$ cat src/rtl/balu_pkg.sv
// Shared definitions for the iterative bit-manipulation unit: operation
// codes, FSM state encoding and the op-class helper.
package balu_pkg;

    localparam logic [7:0] MODE_BCLR = 8'h30;
    localparam logic [7:0] MODE_BEXT = 8'h31;
    localparam logic [7:0] MODE_BINV = 8'h32;
    localparam logic [7:0] MODE_BSET = 8'h33;
    localparam logic [7:0] MODE_CLZ  = 8'h34;
    localparam logic [7:0] MODE_CPOP = 8'h35;
    localparam logic [7:0] MODE_CTZ  = 8'h36;
    localparam logic [7:0] MODE_ROL  = 8'h37;
    localparam logic [7:0] MODE_ROR  = 8'h38;

    typedef enum logic [1:0] {
        IDLE = 2'd0,
        CALC = 2'd1,
        DONE = 2'd2
    } state_e;

    // Count ops are the only ones that take the multi-cycle CALC path.
    function automatic logic is_count_op(input logic [7:0] mode);
        return (mode == MODE_CLZ) || (mode == MODE_CTZ) || (mode == MODE_CPOP);
    endfunction

endpackage

$ cat src/rtl/balu_iter_if.sv
// Request/response handshake bundle between the EX stage and the bit unit.
interface balu_iter_if #(
    parameter int WIDTH = 32
);
    logic             in_valid;
    logic             in_ready;
    logic [7:0]       mode_sel;
    logic [WIDTH-1:0] num1;
    logic [WIDTH-1:0] num2;
    logic             out_valid;
    logic             out_ready;
    logic [WIDTH-1:0] ans;
    logic             error;

    modport master (
        output in_valid, mode_sel, num1, num2, out_ready,
        input  in_ready, out_valid, ans, error
    );

    modport slave (
        input  in_valid, mode_sel, num1, num2, out_ready,
        output in_ready, out_valid, ans, error
    );
endinterface

$ cat src/rtl/balu_chunk_cnt.sv
// Combinational per-chunk statistics: popcount, leading/trailing zeros and
// any-bit-set for one CHUNK-bit slice. An all-zero slice reports CHUNK zeros.
module balu_chunk_cnt #(
    parameter int  CHUNK = 4,
    localparam int CW    = $clog2(CHUNK) + 1
) (
    input  logic [CHUNK-1:0] d_i,
    output logic [CW-1:0]    pop_o,
    output logic [CW-1:0]    lz_o,
    output logic [CW-1:0]    tz_o,
    output logic             any_o
);

    // Last matching iteration wins: highest set bit for lz, lowest for tz.
    always_comb begin
        pop_o = '0;
        lz_o  = CW'(CHUNK);
        tz_o  = CW'(CHUNK);
        for (int i = 0; i < CHUNK; i++) begin
            if (d_i[i]) begin
                pop_o = pop_o + 1'b1;
                lz_o  = CW'(CHUNK - 1 - i);
            end
        end
        for (int i = CHUNK - 1; i >= 0; i--) begin
            if (d_i[i]) tz_o = CW'(i);
        end
        any_o = |d_i;
    end

endmodule

$ cat src/rtl/balu_iter.sv
// Handshaked RV32B/RV64B bit unit. Single-bit ops and rotates finish at the
// accept edge; CLZ/CTZ/CPOP walk the operand CHUNK bits per cycle.
// Optional: define BALU_EARLY_EXIT_EN to let CLZ/CTZ finish on the first
// chunk that contains a set bit.
module balu_iter
    import balu_pkg::*;
#(
    parameter int  WIDTH = 32,
    parameter int  CHUNK = 4,
    localparam int SHW   = $clog2(WIDTH)
) (
    input logic        clk,
    input logic        rstn,
    balu_iter_if.slave bus
);

    localparam int NCH  = WIDTH / CHUNK;
    localparam int IDXW = (NCH > 1) ? $clog2(NCH) : 1;
    localparam int ACW  = $clog2(WIDTH) + 1;
    localparam int CCW  = $clog2(CHUNK) + 1;

    state_e           state_q, state_d;
    logic [WIDTH-1:0] num_q, num_d;
    logic [7:0]       mode_q, mode_d;
    logic [IDXW-1:0]  idx_q, idx_d;
    logic [ACW-1:0]   acc_q, acc_d;
    logic             seen_q, seen_d;
    logic [WIDTH-1:0] ans_q, ans_d;
    logic             err_q, err_d;

    // Chunk selection: CLZ walks from the MSB chunk, the others from the LSB.
    logic [NCH-1:0][CHUNK-1:0] chunks;
    logic [IDXW-1:0]           sel;
    logic [CCW-1:0]            c_pop, c_lz, c_tz, c_cnt;
    logic                      c_any;

    assign chunks = num_q;
    assign sel    = (mode_q == MODE_CLZ) ? IDXW'(NCH - 1) - idx_q : idx_q;

    balu_chunk_cnt #(.CHUNK(CHUNK)) u_cnt (
        .d_i   (chunks[sel]),
        .pop_o (c_pop),
        .lz_o  (c_lz),
        .tz_o  (c_tz),
        .any_o (c_any)
    );

    // Single-cycle datapath works straight off the request inputs.
    logic [SHW-1:0]     sh;
    logic [WIDTH-1:0]   mask;
    logic [2*WIDTH-1:0] dbl_l, dbl_r;
    logic               unused_num2;

    assign sh          = bus.num2[SHW-1:0];
    assign mask        = {{(WIDTH-1){1'b0}}, 1'b1} << sh;
    assign dbl_l       = {bus.num1, bus.num1} << sh;
    assign dbl_r       = {bus.num1, bus.num1} >> sh;
    assign unused_num2 = ^bus.num2[WIDTH-1:SHW];

    assign bus.in_ready  = (state_q == IDLE);
    assign bus.out_valid = (state_q == DONE);
    assign bus.ans       = ans_q;
    assign bus.error     = err_q;

    // State and datapath registers; reset discards any in-flight result.
    always_ff @(posedge clk or negedge rstn) begin
        if (!rstn) begin
            state_q <= IDLE;
            num_q   <= '0;
            mode_q  <= '0;
            idx_q   <= '0;
            acc_q   <= '0;
            seen_q  <= 1'b0;
            ans_q   <= '0;
            err_q   <= 1'b0;
        end else begin
            state_q <= state_d;
            num_q   <= num_d;
            mode_q  <= mode_d;
            idx_q   <= idx_d;
            acc_q   <= acc_d;
            seen_q  <= seen_d;
            ans_q   <= ans_d;
            err_q   <= err_d;
        end
    end

    // Next-state and datapath update.
    logic last;
    always_comb begin
        state_d = state_q;
        num_d   = num_q;
        mode_d  = mode_q;
        idx_d   = idx_q;
        acc_d   = acc_q;
        seen_d  = seen_q;
        ans_d   = ans_q;
        err_d   = err_q;
        last    = 1'b0;
        c_cnt   = (mode_q == MODE_CPOP) ? c_pop :
                  (mode_q == MODE_CLZ)  ? c_lz  : c_tz;

        unique case (state_q)
            IDLE: begin
                if (bus.in_valid) begin
                    num_d  = bus.num1;
                    mode_d = bus.mode_sel;
                    idx_d  = '0;
                    acc_d  = '0;
                    seen_d = 1'b0;
                    err_d  = 1'b0;
                    if (is_count_op(bus.mode_sel)) begin
                        state_d = CALC;
                    end else begin
                        state_d = DONE;
                        case (bus.mode_sel)
                            MODE_BCLR: ans_d = bus.num1 & ~mask;
                            MODE_BEXT: ans_d = {{(WIDTH-1){1'b0}}, bus.num1[sh]};
                            MODE_BINV: ans_d = bus.num1 ^ mask;
                            MODE_BSET: ans_d = bus.num1 | mask;
                            MODE_ROL:  ans_d = dbl_l[2*WIDTH-1:WIDTH];
                            MODE_ROR:  ans_d = dbl_r[WIDTH-1:0];
                            default: begin
                                ans_d = '0;
                                err_d = 1'b1;
                            end
                        endcase
                    end
                end
            end
            CALC: begin
                // CLZ/CTZ freeze the count once a set bit has been passed.
                if (mode_q == MODE_CPOP || !seen_q) acc_d = acc_q + ACW'(c_cnt);
                seen_d = seen_q | c_any;
                idx_d  = idx_q + 1'b1;
                last   = (idx_q == IDXW'(NCH - 1));
`ifdef BALU_EARLY_EXIT_EN
                if (mode_q != MODE_CPOP && c_any) last = 1'b1;
`else
`endif
                if (last) begin
                    state_d = DONE;
                    ans_d   = WIDTH'(acc_d);
                    err_d   = 1'b0;
                end
            end
            DONE: begin
                if (bus.out_ready) begin
                    state_d = IDLE;
                    err_d   = 1'b0;
                end
            end
            default: state_d = IDLE;
        endcase
    end

endmodule

$ cat src/flat_wrapper.sv
// flat-port wrapper written by rule: the top's interface ports become plain ports
module balu_iter_flat import balu_pkg::*;
#(
    parameter int  WIDTH = 32,
    parameter int  CHUNK = 4,
    localparam int SHW   = $clog2(WIDTH)
)
  (clk, rstn, bus_in_valid, bus_mode_sel, bus_num1, bus_num2, bus_out_ready, bus_in_ready, bus_out_valid, bus_ans, bus_error);
  balu_iter_if #(.WIDTH(WIDTH)) bus_i ();
  input logic clk;
  input logic rstn;
  input wire logic [$bits(bus_i.in_valid)-1:0] bus_in_valid;
  input wire logic [$bits(bus_i.mode_sel)-1:0] bus_mode_sel;
  input wire logic [$bits(bus_i.num1)-1:0] bus_num1;
  input wire logic [$bits(bus_i.num2)-1:0] bus_num2;
  input wire logic [$bits(bus_i.out_ready)-1:0] bus_out_ready;
  output wire logic [$bits(bus_i.in_ready)-1:0] bus_in_ready;
  output wire logic [$bits(bus_i.out_valid)-1:0] bus_out_valid;
  output wire logic [$bits(bus_i.ans)-1:0] bus_ans;
  output wire logic [$bits(bus_i.error)-1:0] bus_error;
  assign bus_i.in_valid = bus_in_valid;
  assign bus_i.mode_sel = bus_mode_sel;
  assign bus_i.num1 = bus_num1;
  assign bus_i.num2 = bus_num2;
  assign bus_i.out_ready = bus_out_ready;
  assign bus_in_ready = bus_i.in_ready;
  assign bus_out_valid = bus_i.out_valid;
  assign bus_ans = bus_i.ans;
  assign bus_error = bus_i.error;
  balu_iter #(.WIDTH(WIDTH), .CHUNK(CHUNK)) u_core (.clk(clk), .rstn(rstn), .bus(bus_i));
endmodule
$ cat config.mk
export PLATFORM = sky130hd
export DESIGN_NAME = balu_iter_flat
export DESIGN_NICKNAME = d
export VERILOG_FILES = /design/src/rtl/balu_pkg.sv /design/src/rtl/balu_iter_if.sv /design/src/rtl/balu_chunk_cnt.sv /design/src/rtl/balu_iter.sv /design/src/flat_wrapper.sv
export SDC_FILE = /design/constraint.sdc
export NUM_CORES = 1
export LEC_CHECK = 0
export ABC_CLOCK_PERIOD_IN_PS = 10300
export BUFFER_PORTS_ARGS = -buffer_cell sky130_fd_sc_hd__buf_2
export CAP_MARGIN = 20
export CELL_PAD_IN_SITES_DETAIL_PLACEMENT = 2
export CELL_PAD_IN_SITES_GLOBAL_PLACEMENT = 2
export CORE_UTILIZATION = 40
export DETAILED_ROUTE_END_ITERATION = 7
export GPL_TIMING_DRIVEN = 0
export PLACE_DENSITY = 0.95
export SKIP_CTS_REPAIR_TIMING = 1
export SLEW_MARGIN = 25
export SYNTH_ARGS = -nofsm -noshare
export SYNTH_HDL_FRONTEND = slang
export SYNTH_HIERARCHICAL = 1
export SYNTH_SLANG_ARGS = --single-unit
export TNS_END_PERCENT = 20
$ cat constraint.sdc
create_clock -name clk -period 10.3 [get_ports clk]
set_clock_uncertainty 0.15 [all_clocks]
set_input_delay 1.03 -clock clk [delete_from_list [all_inputs] [get_ports clk]]
set_output_delay 1.03 -clock clk [all_outputs]
set_load 0.005 [all_outputs]
==> results.tsv, run 1 <==
metric	value	unit
layout cells sized above 1	0.196	
status	complete, but fails checks	
final instance area	11900	sq um
max incr delay on CP	0.65	ns
Worst Path Arrival	6.74	ns
antenna fix cells	0	
maximum buffer depth of the clock tree	2	
drt wl/cell	34.8	um
vias in the first global route	12800	
gpl congestion	1.06	
drt initial violations	1593	
DP Area	11500	sq um
via-per-instance ratio	7.32	
Mapped Cells	1186	
ys flop type	dfrtp_1	
Slew @ Worst Pin	1.15	ns
Post-Route WL	56600	um
Pwr Total	0.00170	W
slowest CP cell	nor4_4	
Max FO, Critical Path	10	
post-synthesis cell area	10700	sq um
Setup CP Type	reg -> reg	
hpwl dp	42700	um
H-tree depth	3	
M1 WL	21200	um
Seq cells post-synth	85	
first-pass GRT wire length	83000	um
asr flop ratio synth	1.00	
max cap viols	0	
area growth from synthesis to layout	11.4	%
Top-Level Pins	111	
WL met2	25300	um
HP Class	reg -> reg	
element type at the critical path start	register	
Yosys Warn Count	6	
# DRC	16	
Leakage	5.04	nW
metal3 WL	5920	um
vias	11900	
die area	27300	sq um
Port Buffers	80	
setup tns final	0	ns
sequential fraction of the synthesis area	0.200	
Top Metal Used	met4	
clock tree from TritonCTS	done	
total CTS buffers	9	
WP data required	10.39	ns
Core ar.	26100	sq um
# placed instances	1605	
Critical Path Sink Type	register	
nets@finish	1439	
WP buf/inv	2	
Initial Utilization	0.408	
most frequent CP cell	ha_1	
Die Width	165	um
GRT Overall Usage	0.420	
Cell Count, Final, Fillers Out	1624	
failing checks	DRC	
largest net degree at the start of global routing	48	
Clock Sinks	85	
pwr/cell area	143	nW/um^2
crit path time final	6.66	ns
final setup fails	0	
initial antenna violation count	1	
Final ANT Viol Nets	0	
later-pin clock latency in the skew report	0.36	ns
commonest cells after routing, fill and taps aside	nand2_1 (130), buf_2 (105), mux2i_1 (92)	
Slew Viols, Final	0	
Clock transition at path regs	0.07	ns
root buffer cell	clkbuf_16	
final hold violation count	0	
relative max-transition margin	0.231	
fin crit share	0.646	
Die Ht	165	um
Fmax achieved	150	MHz
site row count	59	
commonest non-fill, non-tap cell in the layout	nand2_1	
total iterations of the first detailed-routing run	8	
Top delay family on crit path	simple AND/OR/NAND/NOR gates	
Syn Area/Cell	8.99	sq um
VDD IR max	0.0000717	V
CP cell instances	or4b_4, nor4_4, buf_4, mux4_2, a22oi_1, nand2_1, inv_1, ha_1, xor2_4, ha_1, nand2_1, o31ai_1, mux2_2, mux2_2, ha_1, and3_1, a211oi_1, or2_1, xor2_1, o21ai_0, or3_1	
Post-synth EDFFs	0	
Cell variety after synth	86	
RSZ-0062 raised after global routing	no	
Post-Syn Nets	1341	
Remaining Overflow, GRT	0	
where the power goes:
group	total, W	internal (W)	leakage, nW	switching [W]
Sequential	0.000502	0.000417	1.11	0.0000849
Clock	0.000354	0.000197	0.149	0.000158
Combinational	0.000841	0.000301	3.78	0.000540
Total	0.00170	0.000915	5.04	0.000783
worst reg2reg max path: cells and delay by family, from the launching register on:
| family | cells | cell delay [ns] |
|---|---|---|
| AOI/OAI and AO/OA | 4 | 0.84 |
| xor gates and xnor gates | 2 | 0.47 |
| adders and majority gates | 3 | 0.86 |
| buffers and inverters | 2 | 0.49 |
| DFF | 1 | 0.39 |
| muxes | 3 | 1.13 |
| and+or+nand+nor | 7 | 2.21 |
through the flow:
step / utilization / setup WS (ns) / hold slack [ns]
after floorplan: - / 4.77 / 0.292
after global placement: 0.439 / 3.99 / 0.309
after detailed placement: 0.441 / 3.71 / 0.329
after CTS: 0.453 / 3.69 / 0.348
after global routing: 0.454 / 3.33 / 0.371
final: 0.454 / 3.64 / 0.345
cell type report:
cell class                      count  area [sq um]
Buffer                             99           586
Clock buffer                       10           239
Clock inverter                      6          68.8
Fill cell                        2918         14300
Inverter                           47           176
Multi-Input combinational cell    955          7800
Sequential cell                    85          2130
Tap cell                          335           419
Timing Repair Buffer               87           464
Yosys cell counts, types with 31 or more instances:
| library cell | count | area share |
|---|---|---|
| mux2i_1 | 92 | 0.086 |
| o22ai_1 | 66 | 0.039 |
| clkbuf_1 | 50 | 0.018 |
| nand3_1 | 31 | 0.015 |
| o21ai_0 | 84 | 0.039 |
| ha_1 | 78 | 0.092 |
| a21oi_1 | 36 | 0.017 |
| nand2_1 | 130 | 0.046 |
| mux2_2 | 36 | 0.038 |
| a22oi_1 | 44 | 0.031 |
| nor2_1 | 71 | 0.025 |
| dfrtp_1 | 85 | 0.20 |
| inv_1 | 47 | 0.017 |
| mux4_2 | 43 | 0.091 |
path summary, 6_finish.rpt:
kind | from | end | slack [ns] | cells after the start
hold reg to reg | u_core/bus.ans[19]$_DFFE_PN0P_ | u_core/bus.ans[19]$_DFFE_PN0P_ | 0.34 | 2
setup / recovery | u_core/mode_q[6]$_DFFE_PN0P_ | u_core/bus.ans[3]$_DFFE_PN0P_ | 3.64 | 21
hold / removal | u_core/bus.ans[19]$_DFFE_PN0P_ | u_core/bus.ans[19]$_DFFE_PN0P_ | 0.34 | 2
setup reg to reg | u_core/mode_q[6]$_DFFE_PN0P_ | u_core/bus.ans[3]$_DFFE_PN0P_ | 3.64 | 21
min in group asynchronous | rstn | u_core/mode_q[5]$_DFFE_PN0P_ | 0.42 | 1
max in group asynchronous | rstn | u_core/chunks[30]$_DFFE_PN0P_ | 9.00 | 2
metal layers:
layer,GRT usage,vias up
met5,0,-
met4,0.275,0
met3,0.0949,302
met2,0.658,921
met1,0.516,5933
li1,-,4735
state kept, by name, indices dropped and copies added, names as in the netlist:
name and flops:
u_core/seen_q 1, u_core/mode_q 8, u_core/state_q 2, u_core/bus.error 1
u_core/idx_q 3, u_core/bus.ans 32, u_core/chunks 32, u_core/acc_q 6
cell families after synthesis:
logic type                 after synthesis  share of synthesized area
AOI/OAI and AO/OA                      352                      0.225
and+or+nand+nor                        327                      0.143
muxes                                  192                      0.261
buffers and inverters                  146                     0.0715
DFF                                     85                      0.200
adders and majority gates               79                     0.0935
xor gates and xnor gates                 5                    0.00587
(Power assumes the default switching activity.)
==> run 2: changes to the inputs <==
--- a/config.mk
+++ b/config.mk
@@ -5,15 +5,16 @@
 export SDC_FILE = /design/constraint.sdc
 export NUM_CORES = 1
 export LEC_CHECK = 0
-export ABC_CLOCK_PERIOD_IN_PS = 10300
+export ABC_AREA = 1
+export ABC_CLOCK_PERIOD_IN_PS = 6900
 export BUFFER_PORTS_ARGS = -buffer_cell sky130_fd_sc_hd__buf_2
 export CAP_MARGIN = 20
 export CELL_PAD_IN_SITES_DETAIL_PLACEMENT = 2
 export CELL_PAD_IN_SITES_GLOBAL_PLACEMENT = 2
-export CORE_UTILIZATION = 40
+export CORE_UTILIZATION = 33
 export DETAILED_ROUTE_END_ITERATION = 7
 export GPL_TIMING_DRIVEN = 0
-export PLACE_DENSITY = 0.95
+export PLACE_DENSITY = 0.93
 export SKIP_CTS_REPAIR_TIMING = 1
 export SLEW_MARGIN = 25
 export SYNTH_ARGS = -nofsm -noshare
==> constraint.sdc (replaced) <==
create_clock -name clk -period 6.9 [get_ports clk]
set_clock_uncertainty 0.15 [all_clocks]
set_input_delay 0.69 -clock clk [delete_from_list [all_inputs] [get_ports clk]]
set_output_delay 0.69 -clock clk [all_outputs]
set_load 0.005 [all_outputs]
==> results.tsv, run 2 <==
metric	value	unit	change
Seq cells post-synth	85		unchanged
max cap viols	0		unchanged
via-per-instance ratio	6.60		was 7.32
Post-Route WL	68800	um	was 56600 um
RSZ-0062 raised after global routing	no		unchanged
Finished Core Util	0.377		was 0.454
VDD IR max	0.000129	V	was 0.0000717 V
element type at the critical path start	register		unchanged
post-synthesis cell area	9890	sq um	was 10700 sq um
Yosys Warn Count	6		unchanged
Storage cell area	2130	sq um	unchanged
area leader, netlist	nand3_1		was dfrtp_1
final hold violation count	0		unchanged
Final ANT Viol Nets	0		unchanged
Remaining Overflow, GRT	0		unchanged
Die Ht	175	um	was 165 um
Worst Setup EP	u_core/acc_q[5]$_DFFE_PN0P_		was u_core/bus.ans[3]$_DFFE_PN0P_
asr flop ratio synth	1.00		unchanged
first-pass GRT wire length	100000	um	was 83000 um
Max FO, Critical Path	9		was 10
root buffer cell	clkbuf_16		unchanged
hpwl dp	52400	um	was 42700 um
HP Class	reg -> reg		unchanged
relative max-transition margin	0.359		was 0.231
commonest non-fill, non-tap cell in the layout	nand3_1		was nand2_1
FF-to-FF Start	u_core/mode_q[3]$_DFFE_PN0P_		was u_core/mode_q[6]$_DFFE_PN0P_
vias in the first global route	15000		was 12800
layout cells sized above 1	0.103		was 0.196
Worst Path Arrival	6.06	ns	was 6.74 ns
slowest CP cell	xor2_1		was nor4_4
multi-input logic area	6900	sq um	was 7800 sq um
sequential fraction of the synthesis area	0.215		was 0.200
Clock transition at path regs	0.08	ns	was 0.07 ns
worst reg2reg path depth	30		was 21
WP data required	7.06	ns	was 10.39 ns
nets@finish	1841		was 1439
Die Width	175	um	was 165 um
Post-synth EDFFs	0		unchanged
drt initial violations	1349		was 1593
dpl ws	1.50	ns	was 3.71 ns
Post-Syn Nets	1750		was 1341
commonest cells after routing, fill and taps aside	nand3_1 (520), nand2_1 (475), buf_2 (103)		was nand2_1 (130), buf_2 (105), mux2i_1 (92)
Critical R2R Capture	u_core/acc_q[5]$_DFFE_PN0P_		was u_core/bus.ans[3]$_DFFE_PN0P_
site row count	63		was 59
initial antenna violation count	3		was 1
Cell variety after synth	40		was 86
fin crit share	0.856		was 0.646
drt wl/cell	33.0	um	was 34.8 um
total CTS buffers	9		unchanged
ys flop type	dfrtp_1		unchanged
GRT Overall Usage	0.451		was 0.420
Core ar.	29600	sq um	was 26100 sq um
Slew @ Worst Pin	0.961	ns	was 1.15 ns
Fillers	3679		was 2918
final setup margin	0.994	ns	was 3.64 ns
Clock Sinks	85		unchanged
Top-Level Pins	111		unchanged
Synth top area share	0.263		was 0.200
hold path start	u_core/bus.ans[13]$_DFFE_PN0P_		was u_core/bus.ans[19]$_DFFE_PN0P_
largest net degree at the start of global routing	73		was 48
gpl congestion	0.993		was 1.06
maximum buffer depth of the clock tree	2		unchanged
Initial Utilization	0.335		was 0.408
final setup fails	0		unchanged
Syn Area/Cell	6.20	sq um	was 8.99 sq um
Worst R2R Setup Slack	0.99	ns	was 3.64 ns
max incr delay on CP	0.73	ns	was 0.65 ns
# DRC	0		was 16
setup tns final	0	ns	unchanged
most frequent CP cell	nand2_1		was ha_1
H-tree depth	3		unchanged
pwr/cell area	231	nW/um^2	was 143 nW/um^2
crit path time final	5.91	ns	was 6.66 ns
Critical Path Sink Type	register		unchanged
Setup CP Type	reg -> reg		unchanged
clock tree from TritonCTS	done		unchanged
top-count cell post-synth	nand3_1		was nand2_1
most common library cells after synthesis	nand3_1 (520), nand2_1 (475), dfrtp_1 (85)		was nand2_1 (130), mux2i_1 (92), dfrtp_1 (85)
area growth from synthesis to layout	12.6	%	was 11.4%
total iterations of the first detailed-routing run	5		was 8
synth top area cells	nand3_1 (26%), dfrtp_1 (22%), nand2_1 (18%), ha_1 (9.9%), o21ai_0 (3.7%)		was dfrtp_1 (20%), ha_1 (9.2%), mux4_2 (9.1%), mux2i_1 (8.6%), nand2_1 (4.6%)
Slew Viols, Final	0		unchanged
critical path startpoint	u_core/mode_q[3]$_DFFE_PN0P_		was u_core/mode_q[6]$_DFFE_PN0P_
status	complete, no violations		was complete, but fails checks
vias	13700		was 11900
Port Buffers	78		was 80
die area	30700	sq um	was 27300 sq um
Fmax achieved	169	MHz	was 150 MHz
later-pin clock latency in the skew report	0.37	ns	was 0.36 ns
Leakage	5.60	nW	was 5.04 nW
Mapped Cells	1595		was 1186
[run 2: final cells by class]
cell class / count / area share
clock inverters: 5 / 0.00595
repair buffers: 80 / 0.0390
multi-input cells: 1319 / 0.620
clock buffers: 11 / 0.0227
inverters: 80 / 0.0272
diodes: 2 / 0.000449
plain buffers: 111 / 0.0501
flip-flops and latches: 85 / 0.191
well taps: 390 / 0.0438
[run 2: power by group]
part / switching (W) / total (W) / leakage [nW] / internal [W]
clock: 0.000249 / 0.000554 / 0.154 / 0.000306
sequential: 0.000103 / 0.000728 / 1.12 / 0.000625
combinational: 0.000936 / 0.00128 / 4.33 / 0.000349
[run 2: stage by stage]
| step | hold WS, ns | area [sq um] | power (W) | cells |
|---|---|---|---|---|
| floorplan | 0.244 | 9890 | 0.00141 | 1595 |
| global placement | 0.311 | 10800 | 0.00176 | 2063 |
| detailed placement | 0.313 | 10800 | 0.00191 | 2064 |
| CTS | -0.0184 | 11100 | 0.00252 | 2080 |
| global route | 0.356 | 11100 | 0.00266 | 2082 |
| finish | 0.329 | 11100 | 0.00257 | 2083 |
[run 2: worst max-delay path: cells and delay by family, from the launching register on]
family          cells  cell delay, ns
buf+inv             5            0.41
compound gates      6            1.44
simple gates       14            1.64
fa+ha+maj           3            0.83
xor+xnor            2            0.96
flops               1            0.39
[run 2: how the worst min path moves through the flow]
stage	to	slack, ns	depth (start not counted)
final	u_core/bus.ans[13]$_DFFE_PN0P_	0.33	2
after CTS	u_core/chunks[18]$_DFFE_PN0P_	-0.02	1
after detailed placement	u_core/bus.ans[12]$_DFFE_PN0P_	0.31	2
after floorplan	u_core/acc_q[0]$_DFFE_PN0P_	0.24	0
after global placement	u_core/bus.ans[23]$_DFFE_PN0P_	0.31	2
after global routing	u_core/bus.ans[23]$_DFFE_PN0P_	0.36	2
[run 2: cell families (layout without fill, tap and decap cells)]
logic type      after synthesis  in the layout  synth area share
compound gates              150            150            0.0956
flops                        85             85             0.215
fa+ha+maj                    79             79             0.101
other cells                   0              2                 0
simple gates               1085           1085             0.495
xor+xnor                      5              5           0.00633
buf+inv                     191            287            0.0870
[run 2: per-layer routing]
layer | share of wire | vias up | GRT usage
met1 | 0.36 | 6921 | 0.495
met2 | 0.46 | 830 | 0.744
met5 | 0.00019 | - | 0
li1 | - | 5638 | -
met3 | 0.088 | 358 | 0.114
met4 | 0.089 | 2 | 0.354
